==> src/rtl/clock_pkg.sv <==
`default_nettype none
// ============================================================================
// Module : clock_pkg
// Brief  : Shared types, digit widths and BCD increment helper for the
//          desk-clock time-of-day register.
// Rev    : 1.0  initial release
// ============================================================================
package clock_pkg;

  typedef enum logic [1:0] {
    IDLE     = 2'd0,
    SET_SLOW = 2'd1,
    SET_FAST = 2'd2
  } state_t;

  localparam int HOURS_TENS_W = 2;
  localparam int MIN_TENS_W   = 3;
  localparam int SEC_TENS_W   = 3;
  localparam int ONES_W       = 4;

  localparam logic [7:0] HOURS_MAX   = 8'h23;
  localparam logic [7:0] MIN_SEC_MAX = 8'h59;

  typedef struct packed {
    logic       carry;
    logic [3:0] tens;
    logic [3:0] ones;
  } bcd_inc_t;

  // Two-digit BCD increment; wraps to 00 and raises carry at the limit.
  function automatic bcd_inc_t bcd_inc(input logic [3:0] tens,
                                       input logic [3:0] ones,
                                       input logic [7:0] max_bcd);
    bcd_inc_t r;
    r = '0;
    if ({tens, ones} == max_bcd) begin
      r.carry = 1'b1;
    end else if (ones == 4'd9) begin
      r.tens = tens + 4'd1;
    end else begin
      r.tens = tens;
      r.ones = ones + 4'd1;
    end
    return r;
  endfunction

endpackage
`default_nettype wire

==> src/rtl/button_debounce.sv <==
`default_nettype none
// ============================================================================
// Module : button_debounce
// Brief  : Two-flop synchroniser plus strobe-counted debounce of one button.
// Rev    : 1.0  initial release
// ============================================================================
module button_debounce #(
  parameter int DEBOUNCE_CNT = 32
) (
  input  logic i_clk,
  input  logic i_reset_n,
  input  logic i_stb,
  input  logic i_raw,
  output logic o_sync,
  output logic o_level
);

  localparam int CNT_W = (DEBOUNCE_CNT > 1) ? $clog2(DEBOUNCE_CNT) : 1;
  localparam logic [CNT_W-1:0] c_cnt_last = CNT_W'(DEBOUNCE_CNT - 1);

  logic [1:0]       r_sync;
  logic             r_level;
  logic [CNT_W-1:0] r_cnt;

  // Synchroniser resets high so a button held through reset is not seen as released.
  always_ff @(posedge i_clk) begin
    if (!i_reset_n) begin
      r_sync  <= 2'b11;
      r_level <= 1'b0;
      r_cnt   <= '0;
    end else begin
      r_sync <= {r_sync[0], i_raw};
      if (r_sync[1] == r_level) begin
        r_cnt <= '0;
      end else if (i_stb) begin
        if (r_cnt == c_cnt_last) begin
          r_level <= ~r_level;
          r_cnt   <= '0;
        end else begin
          r_cnt <= r_cnt + 1'b1;
        end
      end
    end
  end

  assign o_sync  = r_sync[1];
  assign o_level = r_level;

endmodule
`default_nettype wire

==> src/rtl/time_register.sv <==
`default_nettype none
// ============================================================================
// Module : time_register
// Brief  : 24-hour BCD time-of-day register with debounced hour/minute set.
// Rev    : 1.0  initial release
// ============================================================================
module time_register
  import clock_pkg::*;
#(
  parameter int DEBOUNCE_CNT = 32,
  parameter int FAST_DELAY   = 4
) (
  input  logic                    i_clk,
  input  logic                    i_reset_n,
  input  logic                    i_1hz_stb,
  input  logic                    i_slow_set_stb,
  input  logic                    i_fast_set_stb,
  input  logic                    i_debounce_stb,
  input  logic                    i_set_hours,
  input  logic                    i_set_minutes,
  output logic [HOURS_TENS_W-1:0] o_hours_tens,
  output logic [ONES_W-1:0]       o_hours_ones,
  output logic [MIN_TENS_W-1:0]   o_minutes_tens,
  output logic [ONES_W-1:0]       o_minutes_ones,
  output logic [SEC_TENS_W-1:0]   o_seconds_tens,
  output logic [ONES_W-1:0]       o_seconds_ones,
  output logic                    o_set_active
);

  localparam int HOLD_W = (FAST_DELAY > 0) ? $clog2(FAST_DELAY + 1) : 1;
  localparam logic [HOLD_W-1:0] c_hold_last = HOLD_W'(FAST_DELAY - 1);

  logic w_h_sync, w_m_sync, w_h_db, w_m_db;
  logic r_h_prev, r_m_prev, r_h_armed, r_m_armed;
  logic w_rise_any, w_any_held;

  state_t r_state, w_state_nxt;
  logic [HOLD_W-1:0] r_hold;
  logic r_set_active;
  logic w_set_step, w_hold_step, w_tick, w_inc_hours, w_inc_min;

  logic [HOURS_TENS_W-1:0] r_ht;
  logic [MIN_TENS_W-1:0]   r_mt;
  logic [SEC_TENS_W-1:0]   r_st;
  logic [ONES_W-1:0]       r_ho, r_mo, r_so;
  bcd_inc_t w_h_inc, w_m_inc, w_s_inc;
  logic     w_unused_bits;

  button_debounce #(.DEBOUNCE_CNT(DEBOUNCE_CNT)) u_db_hours (
    .i_clk(i_clk), .i_reset_n(i_reset_n), .i_stb(i_debounce_stb),
    .i_raw(i_set_hours), .o_sync(w_h_sync), .o_level(w_h_db)
  );

  button_debounce #(.DEBOUNCE_CNT(DEBOUNCE_CNT)) u_db_minutes (
    .i_clk(i_clk), .i_reset_n(i_reset_n), .i_stb(i_debounce_stb),
    .i_raw(i_set_minutes), .o_sync(w_m_sync), .o_level(w_m_db)
  );

  // A button only arms once it has been seen released since reset.
  always_ff @(posedge i_clk) begin
    if (!i_reset_n) begin
      r_h_prev  <= 1'b0;
      r_m_prev  <= 1'b0;
      r_h_armed <= 1'b0;
      r_m_armed <= 1'b0;
    end else begin
      r_h_prev <= w_h_db;
      r_m_prev <= w_m_db;
      if (!w_h_sync) r_h_armed <= 1'b1;
      if (!w_m_sync) r_m_armed <= 1'b1;
    end
  end

  assign w_rise_any = (w_h_db & ~r_h_prev & r_h_armed) | (w_m_db & ~r_m_prev & r_m_armed);
  assign w_any_held = w_h_db | w_m_db;

  always_ff @(posedge i_clk) begin
    if (!i_reset_n) begin
      r_state      <= IDLE;
      r_set_active <= 1'b0;
      r_hold       <= '0;
    end else begin
      r_state      <= w_state_nxt;
      r_set_active <= (w_state_nxt != IDLE);
      if (r_state == IDLE)  r_hold <= '0;
      else if (w_hold_step) r_hold <= r_hold + 1'b1;
    end
  end

  always_comb begin
    w_state_nxt = r_state;
    unique case (r_state)
      IDLE:     if (w_rise_any) w_state_nxt = SET_SLOW;
      SET_SLOW: begin
        if (!w_any_held)                                w_state_nxt = IDLE;
        else if (i_slow_set_stb && r_hold == c_hold_last) w_state_nxt = SET_FAST;
      end
      SET_FAST: if (!w_any_held) w_state_nxt = IDLE;
      default:  w_state_nxt = IDLE;
    endcase
  end

  always_comb begin
    w_set_step  = 1'b0;
    w_hold_step = 1'b0;
    w_tick      = 1'b0;
    unique case (r_state)
      IDLE: begin
        w_set_step = w_rise_any;
        w_tick     = i_1hz_stb & ~w_rise_any;
      end
      SET_SLOW: begin
        w_set_step  = w_any_held & i_slow_set_stb;
        w_hold_step = w_any_held & i_slow_set_stb;
      end
      SET_FAST: w_set_step = w_any_held & i_fast_set_stb;
      default:  w_set_step = 1'b0;
    endcase
    w_inc_hours = w_set_step & w_h_db;
    w_inc_min   = w_set_step & ~w_h_db & w_m_db;
  end

  assign w_h_inc = bcd_inc({2'b00, r_ht}, r_ho, HOURS_MAX);
  assign w_m_inc = bcd_inc({1'b0, r_mt}, r_mo, MIN_SEC_MAX);
  assign w_s_inc = bcd_inc({1'b0, r_st}, r_so, MIN_SEC_MAX);
  assign w_unused_bits = ^{w_h_inc.carry, w_h_inc.tens[3:2], w_m_inc.tens[3], w_s_inc.tens[3]};

  always_ff @(posedge i_clk) begin
    if (!i_reset_n) begin
      r_ht <= '0; r_ho <= '0;
      r_mt <= '0; r_mo <= '0;
      r_st <= '0; r_so <= '0;
    end else if (w_inc_hours) begin
      r_ht <= w_h_inc.tens[HOURS_TENS_W-1:0];
      r_ho <= w_h_inc.ones;
    end else if (w_inc_min) begin
      r_mt <= w_m_inc.tens[MIN_TENS_W-1:0];
      r_mo <= w_m_inc.ones;
      r_st <= '0;
      r_so <= '0;
    end else if (w_tick) begin
      r_st <= w_s_inc.tens[SEC_TENS_W-1:0];
      r_so <= w_s_inc.ones;
      if (w_s_inc.carry) begin
        r_mt <= w_m_inc.tens[MIN_TENS_W-1:0];
        r_mo <= w_m_inc.ones;
        if (w_m_inc.carry) begin
          r_ht <= w_h_inc.tens[HOURS_TENS_W-1:0];
          r_ho <= w_h_inc.ones;
        end
      end
    end
  end

  assign o_hours_tens   = r_ht;
  assign o_hours_ones   = r_ho;
  assign o_minutes_tens = r_mt;
  assign o_minutes_ones = r_mo;
  assign o_seconds_tens = r_st;
  assign o_seconds_ones = r_so;
  assign o_set_active   = r_set_active;

endmodule
`default_nettype wire

==> config.mk <==
export PLATFORM = sky130hd
export DESIGN_NAME = time_register
export DESIGN_NICKNAME = d
export VERILOG_FILES = /design/src/rtl/clock_pkg.sv /design/src/rtl/button_debounce.sv /design/src/rtl/time_register.sv
export SDC_FILE = /design/constraint.sdc
export NUM_CORES = 1
export LEC_CHECK = 0
export CORE_UTILIZATION = 45
export CTS_BUF_LIST = sky130_fd_sc_hd__clkbuf_16
export CTS_CLUSTER_DIAMETER = 60
export DETAILED_ROUTE_END_ITERATION = 10
export PLACE_DENSITY = 0.79
export SLEW_MARGIN = 10
export SYNTH_ARGS = -nofsm -noshare
export SYNTH_HDL_FRONTEND = slang
export SYNTH_SLANG_ARGS = --single-unit
==> constraint.sdc <==
create_clock -name i_clk -period 1.8 [get_ports i_clk]
set_input_delay 0.27 -clock i_clk [delete_from_list [all_inputs] [get_ports i_clk]]
set_output_delay 0.27 -clock i_clk [all_outputs]
set_load 0.03 [all_outputs]
==> summary.md <==
| Metric | Value |
|---|---|
| TritonCTS buffer count | 5 |
| Placeable core region | between 4000 and 5000 µm² |
| PD cells | 746 nW/µm² |
| Gate Count Post-Synth | approximately 260 |
| Top-level port count | 29 |
| Worst hold path type | flop to flop |
| Quantity of I/O buffers inserted on ports | 28 |
| Global-route total usage across every layer | 18.1% |
| Static leakage power | 0.00116 µW |
| DR vias/cell | slightly above 5 |
| Final sum of negative setup slack | 0 ns |
| Number of enable flip-flop cells after synthesis | 0 |
| Required @ worst endpoint | about 2.0 ns |
| Register cell area after layout | 936 µm² |
| Hold Path Cell Cnt | 1 |
| Antenna diodes | 0 |
| Final hold violation count | 0 |
| CTS root buf | sky130_fd_sc_hd__clkbuf_16 |
| Number of nets in the finished design | roughly 330 |
| Insertion delay to the later sink of the worst-skew pair | slightly below 0.3 ns |
| Area contributors post-synth | sky130_fd_sc_hd__dfxtp_1 (41%), sky130_fd_sc_hd__ha_1 (9.0%), sky130_fd_sc_hd__a21oi_1 (5.4%), sky130_fd_sc_hd__nand2_1 (5.2%), sky130_fd_sc_hd__nor2_1 (4.4%) |
| Setup slack at placement | -0.116 ns |
| Portion of the clock cycle consumed by the worst path in the final layout | ~97% |
| Starting density of the core | a little under half |
| Area share of the largest cell type after synthesis | between 40 and 50% |
| Maximum vdd drop | 0.000582 V |
| Synth Area per Inst | approximately 8.7 µm² |
| Number of endpoints failing setup at the final stage | 0 |
| Worst clock skew | between 0.01 and 0.015 ns |
| Die Width | 72.5 µm |
| Height of the die | approximately 72 µm |
| Crit Reg-Reg Startpoint | r_h_prev |
| Placed cell areas | between 2000 and 3000 µm² |
| Peak clock frequency supported by timing | between 500 and 600 MHz |
| Worst hold slack after final layout | roughly 0.42 ns |
| Routability congestion estimate from global placement | approximately 0.77 |
| Area of the multi-input gates | 1300 µm² |
| Reg2Reg Setup Slack | around 0.056 ns |
| Fillers | between 400 and 500 |
| Headroom to the max-slew limit | 76.6% |
| Cell row count | 25 |
| Number of synthesized register bits | between 40 and 50 |
| Global-route wire length before repair | ~7400 µm |
| Vias after detailed routing | 1909 |
| Half-perimeter wire length of the detailed placement result | ~3000 µm |
| Detailed Route WL | 4380 µm |
| Worst-margin pin slew | ~0.35 ns |
| Depth of the most critical reg-to-reg path | 7 |
| Leading area contributor after synthesis | sky130_fd_sc_hd__dfxtp_1 |
| Worst min-delay path endpoint | u_db_minutes.r_sync[1] |
| Top FF cell, synth | sky130_fd_sc_hd__dfxtp_1 |
| Number of warnings issued by yosys | 0 |
| Final Instance Area | between 2000 and 3000 µm² |
| Kind of start point of the critical path | flop |
| Clock transition at the registers of the reported paths | ~0.07 ns |
| Proportion of layout cells with a drive suffix above 1 | between 10% and 20% |
| Post-layout minimum cycle time | 1.74 ns |
| Syn_nets | roughly 280 |
| Number of design-rule violations left by the first detailed-router iteration | 60 |
| Largest driver fanout on the critical path | 7 |
| Area of the mapped netlist | about 2200 µm² |
| Buffers from clock root to sink, at most | 2 |
| Maximum capacitance violations | 0 |
| Clock sink total | between 40 and 50 |
| Crit path DAT | approximately 1.9 ns |
| Final-report max-slew violation count | 0 |
| Setup crit end kind | flop |
| Sequential area share after synthesis | 41.2% |
| CTS tree | yes |
| Die ar. | 5250 µm² |
| Fraction of synthesis flops using an asynchronous set or reset pin | 0% |
| DRC Markers | 0 |
| Min-Delay Startpoint | u_db_minutes.r_sync[0] |
| CTS hold repair buffers | 0 |
| Type of the worst setup path | flop to flop |
| Detail Route Antenna Nets | 0 |
| RSZ-0062 raised after global routing | yes |
| Antenna violations before repair | 0 |
| Post-route worst setup slack | 0.0560 ns |
| Vias in the first global route | about 1800 |
| Area overhead of the layout relative to synthesis | 32.4% |
| Wire per inst | roughly 12 µm |
| Run status | finished clean |
| Number of detailed-routing iterations run before antenna repair | 4 |
| Maximum number of pins on one net before global-route repair | 22 |
| Total global routing overflow | 0 |
| H-tree levels | 2 |
| Synth cell types | 38 |
| Critical register-to-register path endpoint | o_minutes_ones[1] |
==> metal layers <==
layer,part of all wire (%),vias to the layer above,wire length [µm],GRT usage (%)
li1,-,980,-,-
met1,47,897,2050,22.2
met2,48,26,2120,29.9
met3,3.4,6,150,5.28
met4,1.3,0,56,7.19
met5,0,-,0,0
==> worst max-delay path by stage <==
stage / startpoint / endpoint / slack, ns / cells past startpoint
4_1_cts: r_h_prev / o_minutes_tens[2] / 0.008 / 5
3_5_place_dp: i_slow_set_stb / o_minutes_tens[2] / -0.12 / 6
6_report: r_h_prev / o_minutes_ones[1] / 0.06 / 7
5_1_grt: r_state[1] / o_minutes_tens[2] / -0.05 / 5
2_1_floorplan: o_seconds_ones[1] / o_minutes_ones[2] / -0.1 / 9
3_3_place_gp: i_slow_set_stb / o_minutes_tens[2] / -0.08 / 6
==> per-stage QoR <==
step                utilization, %  instances  total power (µW)
floorplan                        -        257              1130
finish                        62.2        370              2210
global placement              57.1        360              1180
detailed placement            57.1        360              1180
global route                  62.2        370              2290
CTS                           61.1        370              2230
==> critical path, cell delays in order, from the launching register on <==
cell                       delay, ns
sky130_fd_sc_hd__dfxtp_1        0.29
sky130_fd_sc_hd__nand3b_1       0.21
sky130_fd_sc_hd__buf_4          0.18
sky130_fd_sc_hd__and4_2         0.24
sky130_fd_sc_hd__a211oi_4       0.37
sky130_fd_sc_hd__buf_4          0.19
sky130_fd_sc_hd__or3_1          0.10
sky130_fd_sc_hd__a21oi_1        0.06
==> cells in the mapped netlist (2+ instances only) <==
library cell	instances
sky130_fd_sc_hd__nor3_1	7
sky130_fd_sc_hd__buf_6	2
sky130_fd_sc_hd__nand4_1	2
sky130_fd_sc_hd__or4b_1	2
sky130_fd_sc_hd__ha_1	16
sky130_fd_sc_hd__nand2_1	31
sky130_fd_sc_hd__o221a_2	2
sky130_fd_sc_hd__and2_1	3
sky130_fd_sc_hd__nor2b_1	2
sky130_fd_sc_hd__dfxtp_1	46
sky130_fd_sc_hd__nor2_1	26
sky130_fd_sc_hd__nand3_1	8
sky130_fd_sc_hd__or3_1	5
sky130_fd_sc_hd__xor2_1	5
sky130_fd_sc_hd__clkbuf_1	5
sky130_fd_sc_hd__a21oi_1	24
sky130_fd_sc_hd__nand3b_1	9
sky130_fd_sc_hd__mux2i_1	8
sky130_fd_sc_hd__and3_1	5
sky130_fd_sc_hd__a211o_1	2
sky130_fd_sc_hd__inv_1	11
sky130_fd_sc_hd__o21ai_0	9
sky130_fd_sc_hd__xnor2_1	2
sky130_fd_sc_hd__a21boi_0	2
sky130_fd_sc_hd__nand2b_1	7
sky130_fd_sc_hd__a211oi_1	4
==> timing repair <==
item | CTS | global route
setup buffers | 2 | 0
setup endpoints to repair | 2 | 8
pin swaps | 2 | 4
gates resized for setup | 2 | 15
==> layout make-up <==
type	count	area share, %
clock buffers	5	4.23
flip-flops and latches	46	31.6
inverters	11	1.40
well taps	67	2.83
clock inverters	3	1.48
multi-input cells	191	44.1
repair buffers	47	14.4
==> cells by family (layout without fill, tap and decap cells) <==
group / Yosys count / in the layout / synth area share, %
buf+inv: 20 / 66 / 4.09
xor+xnor: 7 / 7 / 2.74
fa+ha+maj: 16 / 16 / 8.96
flops: 46 / 46 / 41.2
compound gates: 47 / 47 / 13.4
simple gates: 113 / 113 / 26.0
mux: 8 / 8 / 3.58
==> state kept, by name (all words and copies together), names as in the netlist <==
signal	count
o_hours_tens	2
r_h_prev	1
r_h_armed	1
u_db_hours.o_level	1
r_hold	3
o_minutes_ones	4
o_hours_ones	4
o_minutes_tens	3
u_db_minutes.r_cnt	5
u_db_minutes.o_level	1
r_m_prev	1
o_seconds_tens	3
u_db_hours.r_cnt	5
u_db_minutes.r_sync	2
o_seconds_ones	4
u_db_hours.r_sync	2
r_m_armed	1
r_state	2
o_set_active	1
==> power breakdown <==
part	internal [µW]	switching (µW)	total, µW
clock	657	395	1050
combinational	50.2	56.4	107
sequential	1030	15.6	1050
total	1740	467	2210
==> cells in the final DEF, fill, tap and decap left out, types with 2 or more instances in the layout <==
| cell | synthesis | final |
|---|---|---|
| sky130_fd_sc_hd__dfxtp_1 | 46 | 40 |
| sky130_fd_sc_hd__nand2_1 | 31 | 31 |
| sky130_fd_sc_hd__clkdlybuf4s50_1 | 0 | 27 |
| sky130_fd_sc_hd__nor2_1 | 26 | 25 |
| sky130_fd_sc_hd__a21oi_1 | 24 | 20 |
| sky130_fd_sc_hd__buf_4 | 0 | 19 |
| sky130_fd_sc_hd__ha_1 | 16 | 15 |
| sky130_fd_sc_hd__inv_1 | 11 | 10 |
| sky130_fd_sc_hd__nand3b_1 | 9 | 9 |
| sky130_fd_sc_hd__o21ai_0 | 9 | 9 |
| sky130_fd_sc_hd__nand3_1 | 8 | 8 |
| sky130_fd_sc_hd__mux2i_1 | 8 | 8 |
| sky130_fd_sc_hd__nor3_1 | 7 | 7 |
| sky130_fd_sc_hd__nand2b_1 | 7 | 6 |
| sky130_fd_sc_hd__or3_1 | 5 | 5 |
| sky130_fd_sc_hd__xor2_1 | 5 | 5 |
| sky130_fd_sc_hd__clkbuf_16 | 0 | 5 |
| sky130_fd_sc_hd__and3_1 | 5 | 4 |
| sky130_fd_sc_hd__a21oi_2 | 0 | 4 |
| sky130_fd_sc_hd__and2_1 | 3 | 3 |
| sky130_fd_sc_hd__dfxtp_4 | 0 | 3 |
| sky130_fd_sc_hd__dfxtp_2 | 0 | 3 |
| sky130_fd_sc_hd__a21boi_0 | 2 | 2 |
| sky130_fd_sc_hd__a211o_1 | 2 | 2 |
| sky130_fd_sc_hd__a211oi_1 | 4 | 2 |
| sky130_fd_sc_hd__o221a_2 | 2 | 2 |
| sky130_fd_sc_hd__nand4_1 | 2 | 2 |
| sky130_fd_sc_hd__nor2b_1 | 2 | 2 |
| sky130_fd_sc_hd__xnor2_1 | 2 | 2 |
Power figures use the tool's default switching activity.
